<file path="src/rtl/seg7_pkg.sv">
// Shared constants for the 7-segment decoder: segment indices, digit glyphs,
// and the all-off / all-on patterns (lit sense, 1 = segment on).
package seg7_pkg;

  localparam int unsigned DIGIT_W = 4;
  localparam int unsigned GLYPH_W = 7;
  localparam int unsigned SEG_W   = 8;

  // Bit positions within the {dp,g,f,e,d,c,b,a} output word
  localparam int unsigned SEG_A  = 0;
  localparam int unsigned SEG_B  = 1;
  localparam int unsigned SEG_C  = 2;
  localparam int unsigned SEG_D  = 3;
  localparam int unsigned SEG_E  = 4;
  localparam int unsigned SEG_F  = 5;
  localparam int unsigned SEG_G  = 6;
  localparam int unsigned SEG_DP = 7;

  // Digit glyphs, bits [6:0] = gfedcba
  localparam logic [GLYPH_W-1:0] SEG_DIGIT_0 = 7'h3F;
  localparam logic [GLYPH_W-1:0] SEG_DIGIT_1 = 7'h06;
  localparam logic [GLYPH_W-1:0] SEG_DIGIT_2 = 7'h5B;
  localparam logic [GLYPH_W-1:0] SEG_DIGIT_3 = 7'h4F;
  localparam logic [GLYPH_W-1:0] SEG_DIGIT_4 = 7'h66;
  localparam logic [GLYPH_W-1:0] SEG_DIGIT_5 = 7'h6D;
  localparam logic [GLYPH_W-1:0] SEG_DIGIT_6 = 7'h7D;
  localparam logic [GLYPH_W-1:0] SEG_DIGIT_7 = 7'h07;
  localparam logic [GLYPH_W-1:0] SEG_DIGIT_8 = 7'h7F;
  localparam logic [GLYPH_W-1:0] SEG_DIGIT_9 = 7'h6F;
  localparam logic [GLYPH_W-1:0] SEG_DIGIT_A = 7'h77;
  localparam logic [GLYPH_W-1:0] SEG_DIGIT_B = 7'h7C;
  localparam logic [GLYPH_W-1:0] SEG_DIGIT_C = 7'h39;
  localparam logic [GLYPH_W-1:0] SEG_DIGIT_D = 7'h5E;
  localparam logic [GLYPH_W-1:0] SEG_DIGIT_E = 7'h79;
  localparam logic [GLYPH_W-1:0] SEG_DIGIT_F = 7'h71;

  localparam logic [SEG_W-1:0] SEG_ALL_OFF = 8'h00;
  localparam logic [SEG_W-1:0] SEG_ALL_ON  = 8'hFF;

endpackage

</file>
<file path="src/rtl/seven_segment_rom.sv">
// Combinational hex-digit to 7-segment glyph lookup (lit sense).
// Ports:
//   digit   in  4  hex digit 0x0..0xF
//   seg_c   out 7  glyph gfedcba
//   valid_c out 1  0 when digit is not a known value (X/Z in simulation)
module seven_segment_rom
  import seg7_pkg::*;
(
  input  logic [DIGIT_W-1:0] digit,
  output logic [GLYPH_W-1:0] seg_c,
  output logic               valid_c
);

  always_comb begin
    seg_c   = SEG_ALL_OFF[GLYPH_W-1:0];
    valid_c = 1'b1;
    case (digit)
      4'h0:    seg_c = SEG_DIGIT_0;
      4'h1:    seg_c = SEG_DIGIT_1;
      4'h2:    seg_c = SEG_DIGIT_2;
      4'h3:    seg_c = SEG_DIGIT_3;
      4'h4:    seg_c = SEG_DIGIT_4;
      4'h5:    seg_c = SEG_DIGIT_5;
      4'h6:    seg_c = SEG_DIGIT_6;
      4'h7:    seg_c = SEG_DIGIT_7;
      4'h8:    seg_c = SEG_DIGIT_8;
      4'h9:    seg_c = SEG_DIGIT_9;
      4'hA:    seg_c = SEG_DIGIT_A;
      4'hB:    seg_c = SEG_DIGIT_B;
      4'hC:    seg_c = SEG_DIGIT_C;
      4'hD:    seg_c = SEG_DIGIT_D;
      4'hE:    seg_c = SEG_DIGIT_E;
      4'hF:    seg_c = SEG_DIGIT_F;
      // Only reachable with unknown input; the whole display goes dark
      default: valid_c = 1'b0;
    endcase
  end

endmodule

</file>
<file path="src/rtl/seven_segment_decoder.sv">
// Registered hex-digit to 7-segment driver with dp, blanking, lamp test and
// selectable output polarity.
// Ports:
//   clk        in  1  rising-edge clock
//   rst        in  1  synchronous active-high reset (display dark)
//   i          in  4  hex digit to display
//   dp_in      in  1  decimal point request
//   blank      in  1  turn every segment off, including dp
//   lamp_test  in  1  light every segment (wins over blank)
//   o          out 8  registered {dp,g,f,e,d,c,b,a}, inverted when ACTIVE_LOW
module seven_segment_decoder
  import seg7_pkg::*;
#(
  parameter bit ACTIVE_LOW = 1'b0
) (
  input  logic               clk,
  input  logic               rst,
  input  logic [DIGIT_W-1:0] i,
  input  logic               dp_in,
  input  logic               blank,
  input  logic               lamp_test,
  output logic [SEG_W-1:0]   o
);

  // Dark display in pin polarity
  localparam logic [SEG_W-1:0] OFF_PINS = ACTIVE_LOW ? ~SEG_ALL_OFF : SEG_ALL_OFF;

  logic [GLYPH_W-1:0] rom_seg;
  logic               rom_valid;
  logic [SEG_W-1:0]   lit;
  logic [SEG_W-1:0]   o_d;
  logic [SEG_W-1:0]   o_q;

  seven_segment_rom u_rom (
    .digit   (i),
    .seg_c   (rom_seg),
    .valid_c (rom_valid)
  );

  // Priority select in lit sense, then map to pin polarity
  always_comb begin
    lit = SEG_ALL_OFF;
    if (lamp_test) begin
      lit = SEG_ALL_ON;
    end else if (blank) begin
      lit = SEG_ALL_OFF;
    end else if (rom_valid) begin
      lit[SEG_G:SEG_A] = rom_seg;
      lit[SEG_DP]      = dp_in;
    end
    o_d = ACTIVE_LOW ? ~lit : lit;
  end

  // Output register; reset wins over everything
  always_ff @(posedge clk) begin
    if (rst) begin
      o_q <= OFF_PINS;
    end else begin
      o_q <= o_d;
    end
  end

  assign o = o_q;

endmodule

</file>
<file path="config.mk">
export PLATFORM = sky130hd
export DESIGN_NAME = seven_segment_decoder
export DESIGN_NICKNAME = d
export VERILOG_FILES = /design/src/rtl/seg7_pkg.sv /design/src/rtl/seven_segment_rom.sv /design/src/rtl/seven_segment_decoder.sv
export SDC_FILE = /design/constraint.sdc
export NUM_CORES = 1
export LEC_CHECK = 0
export CORE_MARGIN = 2
export CORE_UTILIZATION = 25
export CTS_CLUSTER_DIAMETER = 150
export DETAILED_ROUTE_END_ITERATION = 8
export HOLD_SLACK_MARGIN = 0.06
export PLACE_DENSITY = 0.46
export REMOVE_ABC_BUFFERS = 1
export SETUP_SLACK_MARGIN = 0.05
export SYNTH_ARGS = -nofsm -noshare
export SYNTH_HDL_FRONTEND = slang
export SYNTH_SLANG_ARGS = --single-unit
</file>
<file path="constraint.sdc">
create_clock -name clk -period 1.5 [get_ports clk]
set_clock_uncertainty 0.1 [all_clocks]
set_input_delay 0.3 -clock clk [delete_from_list [all_inputs] [get_ports clk]]
set_output_delay 0.3 -clock clk [all_outputs]
set_load 0.005 [all_outputs]
</file>
==> results of run 1 <==
==> synthesized netlist by cell type, drive strengths merged <==
master   n  area [um^2]
dfxtp    8          160
ha       6         75.1
inv      5         18.8
nand2    5         18.8
nor2     5         18.8
o21ai    5         25.0
nand2b   3         18.8
nand3    3         15.0
a21oi    2         10.0
a221o    2         20.0
a31oi    2         12.5
buf      2         12.5
nor2b    2         20.0
a2111oi  1         15.0
a21boi   1         7.51
a221oi   1         8.76
a311oi   1         8.76
a31o     1         8.76
nand3b   1         7.51
nor3     1         5.00
==> cells by family (layout without fill, tap and decap cells) <==
kind of cell / count (synthesis) / in the layout / synth area share
AOI/OAI and AO/OA: 16 / 16 / 0.239
adders and majority gates: 6 / 6 / 0.154
buffers and inverters: 7 / 36 / 0.0642
DFF: 8 / 8 / 0.329
and+or+nand+nor: 20 / 20 / 0.213
==> critical path: cells and delay by family <==
kind	cells	cell delay (ns)
adders and majority gates	1	0.22
AOI/OAI and AO/OA	2	0.48
buffers and inverters	2	0.32
and+or+nand+nor	1	0.08
==> layout make-up <==
class / instances / area (um^2)
inverter: 5 / 18.8
clock buffer: 3 / 22.5
multi-input combinational: 42 / 310
tap: 25 / 31.3
fill: 191 / 997
timing repair buffer: 28 / 243
sequential: 8 / 160
==> power by group <==
part	leakage (nW)	total, mW	switching, mW	internal, mW
Sequential	0.0672	0.234	0.00325	0.230
Clock	0.0138	0.163	0.0720	0.0915
Combinational	0.304	0.147	0.0654	0.0819
Total	0.385	0.544	0.141	0.404
==> metrics by stage <==
step                      setup slack [ns]  power [mW]  cell area [um^2]
after detailed placement            -0.485       0.396               756
after global routing                0.0609       0.572               786
after floorplan                      0.176       0.292               474
final                                0.143       0.544               786
after global placement              -0.438       0.398               756
after CTS                           0.0561       0.553               782
==> layer usage <==
metal  track usage  up-vias  share of wire
li1              -      259              -
met1         0.143      217           0.43
met2         0.192       13           0.48
met3        0.0333        4          0.049
met4         0.114        0          0.038
met5             0        -              0
==> timing repair <==
item,4_1_cts,5_1_grt
gates cloned,0,0
resized for setup,13,5
setup endpoints to repair,13,4
==> worst paths after layout <==
| path | end | slack [ns] | depth (start not counted) |
|---|---|---|---|
| max | o[0]$_SDFF_PP0_ | 0.14 | 6 |
| min | o[1]$_SDFF_PP0_ | 0.37 | 3 |
==> metrics, run 1 <==
status=finished, final reports clean; Die Ht=between 40 and 50 um; RSZ-0062 raised after global routing=no; remaining antenna violation count=0; sequential-to-total area share from yosys stat=0.329; CTS tree=built; CP startpoint=i[1]; Antenna Cells=0; Hold Startpoint=i[0]; kind of critical path=primary input to register; grt total ovfl=0; DR pass1 iterations=4; most frequent cells in the layout=buf_4, dlygate4sd2_1, dfxtp_1; arrival time worst endpoint=1.40 ns; hold slack=approximately 0.37 ns; vias post-DR=around 490; Final setup viols=0; vias in the first global route=roughly 440; max reg flops=8; synthesized area=487 um^2; TritonCTS Buffers=3; first-pass GRT wire length=1880 um; Setup TNS=0 ns; Vias/cell=around 4.4; Detailed Route Iter0 Violations=11; Initial Util=0.273; CORE AREA=around 0.0018 mm^2; number of distinct library cells after synthesis=23; WL per Instance=~11 um; Crit-path slowest cell=a221o_1; I/O Buffers=16; depth of the CTS H-tree=1; #FFs+latches synth=8; Reg clk slew, reported paths=approximately 0.05 ns; CTS Sinks=8; layout cells sized above 1=0.256; Detailed Route WL=between 1000 and 1500 um; clk buf depth=2; DRC Markers=0; count of hold-fix buffers inserted at cts=0; number of nets in the layout=roughly 100; die width=48.1 um; Leak=about 0.38 nW; ordered cell list for the critical path=dlygate4sd2_1 > inv_2 > ha_2 > nand2_1 > a21boi_0 > a221o_1; Tmin final=approximately 1.4 ns; final hold violation count=0; Final Util=0.441; post-route insts no fill=roughly 110; Max VDD drop=0.323 mV; CP required=around 1.5 ns; worst-path fanout max=3; Setup crit end kind=register; fmax=737 MHz; io pins=17; syn avg cell area=approximately 8.5 um^2; Post-Synthesis Cells=57; largest net degree at the start of global routing=8; Cell Rows=15; Tot GR Track Use=0.126; final worst path period share=0.904; initial antenna violation count=0; Hold Crit Class=primary input to register; worst slew pin tran=between 0.2 and 0.3 ns; CP Launch Type=primary input; Max Slew Vio Count=0; RD Place Congestion=0.778; postcts setup bufs=0; Die Area=~0.0023 mm^2; CTS Root Cell=clkbuf_4; Relative slew margins=0.816; commonest non-fill, non-tap cell in the layout=buf_4; Ys Warns=0; # placed instances=between 100 and 150; max incr delay on CP=between 0.3 and 0.4 ns; Detailed Place HPWL=957 um; PwrDens=approximately 690 mW/mm^2; Max Cap Viol=0; area delta synth->final=61.4%
Note: power is estimated with default switching activity, not from simulation.
==> inputs of run 2 (changes only) <==
--- a/config.mk
+++ b/config.mk
@@ -10,7 +10,7 @@
 export CTS_CLUSTER_DIAMETER = 150
 export DETAILED_ROUTE_END_ITERATION = 8
 export HOLD_SLACK_MARGIN = 0.06
-export PLACE_DENSITY = 0.46
+export PLACE_DENSITY = 0.54
 export REMOVE_ABC_BUFFERS = 1
 export SETUP_SLACK_MARGIN = 0.05
 export SYNTH_ARGS = -nofsm -noshare
==> run 2 against run 1 <==
  * First-iteration DRC count is 9.1% lower
  * Worst hold slack better by 0.013 ns
  * Maximum frequency is 3.6% lower
  * Critical path depth stayed put
  * Sequential share of layout area is 0.84 points lower
  * Global-route usage is 1.8 points lower
  * Utilization is 1.9 points higher
  * Total power is 0.76% lower
  * Cell count stayed put
  * Sequential cell count stayed put
  * Non-clock buffer count stayed put
  * Critical endpoint is now o[3]$_SDFF_PP0_
==> metrics, run 2 (synthesis gave the netlist of run 1 again) <==
depth of the CTS H-tree=1; area delta synth->final=68.4%; Power Total=0.540 mW; vias post-DR=slightly below 500; Reg power frac=0.432; post-route insts no fill=111; Antenna Cells=0; Comb pwr share=0.287; Initial Util=0.273; commonest non-fill, non-tap cell in the layout=buf_4; Tmin final=about 1.4 ns; CTS Sinks=8; Reg clk slew, reported paths=roughly 0.05 ns; DR pass1 iterations=4; Hold Crit Class=primary input to register; Detailed Route Iter0 Violations=10; Setup crit end kind=register; Tot GR Track Use=0.108; Fill cells=180; status=finished, final reports clean; vias in the first global route=420; max reg flops=8; WL per Instance=10.4 um; Final setup viols=0; most frequent cells in the layout=buf_4, dlymetal6s2s_1, dfxtp_1; largest net degree at the start of global routing=8; grt total ovfl=0; Vias/cell=approximately 4.4; multi-input logic area=between 300 and 400 um^2; number of nets in the layout=around 100; TritonCTS Buffers=3; Max Slew Vio Count=0; Die Area=around 0.0023 mm^2; CTS Root Cell=clkbuf_4; hold slack=0.379 ns; clk buf depth=2; layout cells sized above 1=0.244; I/O Buffers=16; Max VDD drop=between 0.2 and 0.25 mV; die width=~48 um; CP required=1.53 ns; Max Cap Viol=0; Internal=slightly above 0.4 mW; Relative slew margins=0.815; RD Place Congestion=just over 0.8; register area=between 150 and 200 um^2; CTS tree=built; worst-path fanout max=3; fmax=just over 700 MHz; CORE AREA=around 0.0018 mm^2; CP Launch Type=primary input; DRC Markers=0; final worst path period share=0.939; Switching Power=0.131 mW; # placed instances=108; count of hold-fix buffers inserted at cts=0; switching share of power=0.243; final hold violation count=0; Cell Rows=15; Hold Path Depth=3; Clock power frac=0.281; Leak=between 0.4 and 0.5 nW; Setup TNS=0 ns; Die Ht=around 48 um; initial antenna violation count=0; remaining antenna violation count=0; Detailed Place HPWL=between 900 and 1000 um; first-pass GRT wire length=between 1500 and 2000 um; PwrDens=659 mW/mm^2; kind of critical path=primary input to register; arrival time worst endpoint=1.44 ns; RSZ-0062 raised after global routing=no; io pins=17; worst slew pin tran=between 0.2 and 0.3 ns; Detailed Route WL=1150 um
[run 2: cell types whose count changed in the layout (fill, tap and decap cells not counted), sizes merged]
| cell | delta |
|---|---|
| dlymetal6s2s | +5 |
| dlygate4sd2 | -5 |
| clkbuf | -1 |
| clkdlybuf4s15 | +1 |
[run 2: layout make-up]
cell class | count | share of cell area
Timing Repair Buffer | 28 | 0.325
Multi-Input combinational cell | 42 | 0.391
Clock buffer | 3 | 0.0275
Sequential cell | 8 | 0.195
Inverter | 5 | 0.0229
Tap cell | 25 | 0.0382
[run 2: metrics by stage]
stage	util	worst slack, ns	area [um^2]
final	0.460	0.0921	820
after global routing	0.460	0.0581	820
after CTS	0.448	0.0539	798
after detailed placement	0.424	-0.390	756
after global placement	0.424	-0.376	756
after floorplan	-	0.176	474
[run 2: per-layer routing]
layer	GRT usage	vias to the layer above	part of all wire
met5	0	-	0
met4	0.0486	0	0
met3	0.0111	0	0.042
met2	0.179	12	0.48
met1	0.142	215	0.47
li1	-	258	-
[run 2: path summary, 6_finish.rpt]
path	from	slack [ns]	endpoint
worst max-delay path	i[0]	0.09	o[3]$_SDFF_PP0_
worst min-delay path	i[3]	0.38	o[3]$_SDFF_PP0_
[run 2: what timing repair did]
item / 4_1_cts / 5_1_grt
buffers inserted: 0 / 0
hold endpoints to repair: 0 / 0
pin swaps: 0 / 0
endpoints found under the setup margin: 7 / 10
resized for setup: 8 / 9
[run 2: power groups by stage]
stage | Sequential, mW | Combinational (mW) | Clock, mW
4_1_cts | 0.234 | 0.160 | 0.161
3_3_place_gp | 0.239 | 0.158 | 0
2_1_floorplan | 0.242 | 0.0498 | 0
6_report | 0.233 | 0.155 | 0.152
3_5_place_dp | 0.239 | 0.158 | 0
5_1_grt | 0.235 | 0.171 | 0.173
[run 2: critical path: stages]
cell and delay [ns]:
clkdlybuf4s15_1 0.25, inv_1 0.08, ha_1 0.29, nand2b_1 0.09, o21ai_0 0.09, a221o_1 0.35
==> variant (config.mk and constraints of run 2) <==
`SEG_W`: 8 -> 12.
--- a/src/rtl/seg7_pkg.sv
+++ b/src/rtl/seg7_pkg.sv
@@ -5,5 +5,5 @@
   localparam int unsigned DIGIT_W = 4;
   localparam int unsigned GLYPH_W = 7;
-  localparam int unsigned SEG_W   = 8;
+  localparam int unsigned SEG_W   = 12;
 
   // Bit positions within the {dp,g,f,e,d,c,b,a} output word
Ports: changed (resized o); port bits go from 17 to 21. The function was not compared with the original's and may differ.
==> variant against run 2 <==
Area after synthesis is 6.9% higher. Critical path depth shrank 2. Largest power group unchanged. Combinational power barely moved. Setup slack improved by 0.011 ns. Total power about the same. Wire length down 3.2%. Worst hold slack better by 0.080 ns. Sequential cell count did not move. Cell area is 0.92% higher.
==> variant: results (changes against run 2) <==
- Outcome: complete, no violations (unchanged)
- Leak: 0.448 nW (was 0.436 nW)
- Critical hold path startpoint: i[3] (unchanged)
- Synth Area in XOR/XNOR: 0 (unchanged)
- Grt met1 use: 0.104 (was 0.142)
- TritonCTS buffer count: 3 (unchanged)
- Max IR drop VDD: 248 uV (was 207 uV)
- Global Route Usage Sum: 0.0996 (was 0.108)
- H-tree levels: 1 (unchanged)
- Fin Setup TNS: 0 ns (unchanged)
- Hpwl dp: 923 um (was 948 um)
- Fillers: 207 (was 180)
- Diode count: 0 (unchanged)
- Avg WL per Cell: 9.54 um (was 10.4 um)
- Comb group: 0.155 mW (about the same)
- Adder-Cell Fraction of Synth Area: 0.144 (was 0.154)
- Global-route wire length before repair: 1770 um (was 1750 um)
- Hold Path Depth: 4 (was 3)
- Arrival time at the worst endpoint: 1.43 ns
- CP max stage cell: clkdlybuf4s50_1 (was a221o_1)
- Post-synthesis mux area share: 0 (unchanged)
- Layout cells sized above 1: 0.233 (was 0.244)
- DR vias: 502 (was 485)
- Seq pwr: 0.234 mW
- Placer Congestion: 0.738 (was 0.815)
- Metal3 WL: 77 um (was 49 um)
- Fin Hold WS: 0.458 ns (was 0.379 ns)
- Largest stage delay, worst path: 0.60 ns (was 0.35 ns)
- Number of global-route vias before repair: 438 (was 420)
- Compound-Gate Fraction of Synth Area: 0.224 (was 0.239)
- Uppermost routed layer: met4 (was met3)
- Post-CTS Setup Repair Bufs: 0 (unchanged)
- CTS Buffer Depth: 2 (unchanged)
- Initial antenna violation count: 0 (unchanged)
- Worst min-delay path category: in2reg (unchanged)
- Seq/Total Area, Yosys: 0.308 (was 0.329)
- DRT iter0 DRCs: 7 (was 10)
- Met3 global-route usage: 0.0394 (was 0.0111)
- Worst hold path endpoint: o[6] (was o[3])
- Routed met2 length: 566 um (was 558 um)
- Sw frac: 0.244 (was 0.243)
- Fin nets: 107 (was 103)
- Met2 Resource Use GR: 0.156 (was 0.179)
- Top post-synthesis cells by area: dfxtp_1, ha_1, buf_4, o21ai_0, a221o_1 (was dfxtp_1, ha_1, o21ai_0, a221o_1, nand2_1)
- # hold bufs at CTS: 0 (unchanged)
- Yosys warns: 0 (unchanged)
- Resize count post-CTS: 6 (was 8)
- CTS root buf: clkbuf_4 (unchanged)
- Port buffer count: 16 (unchanged)
- CP top delay family: buffers and inverters (was compound AO/OA/AOI/OAI gates)
- Pin count of the biggest net entering global routing: 8 (unchanged)
- Async S/R FF share, synth: 0 (unchanged)
- Met1 Wirelength: 459 um (was 544 um)
- Distinct cell type count after synthesis: 24 (was 23)
- Synth cell count leaders: dfxtp_1, ha_1 (was dfxtp_1, ha_1, nand2_1, nor2_1, o21ai_0)
- Logic gate share of total power: 0.288 (was 0.287)
- Drt first pass iters: 4 (unchanged)
## variant: cell count changes after synthesis
cell,run 2,this run
conb_1,0,1
buf_4,1,5
## variant: stage by stage
step	setup slack [ns]	cells	area [sq um]
2_1_floorplan	0.176	59	489
3_3_place_gp	-0.370	114	773
3_5_place_dp	-0.387	114	773
4_1_cts	0.0516	117	807
5_1_grt	0.0582	117	827
6_report	0.103	117	827
## variant: worst max path at each step
stage	end	start	slack, ns
global placement	o[3]	i[0]	-0.37
detailed placement	o[3]	i[0]	-0.39
global route	o[0]	i[1]	0.06
finish	o[0]	blank	0.10
floorplan	o[3]	i[0]	0.18
CTS	o[3]	o[3]	0.05
## variant: cell type report
| cell class | count | area share |
|---|---|---|
| Tap cell | 27 | 0.0408 |
| Clock buffer | 3 | 0.0272 |
| Sequential cell | 8 | 0.194 |
| Timing Repair Buffer | 28 | 0.322 |
| Multi-Input combinational cell | 46 | 0.393 |
| Inverter | 5 | 0.0227 |
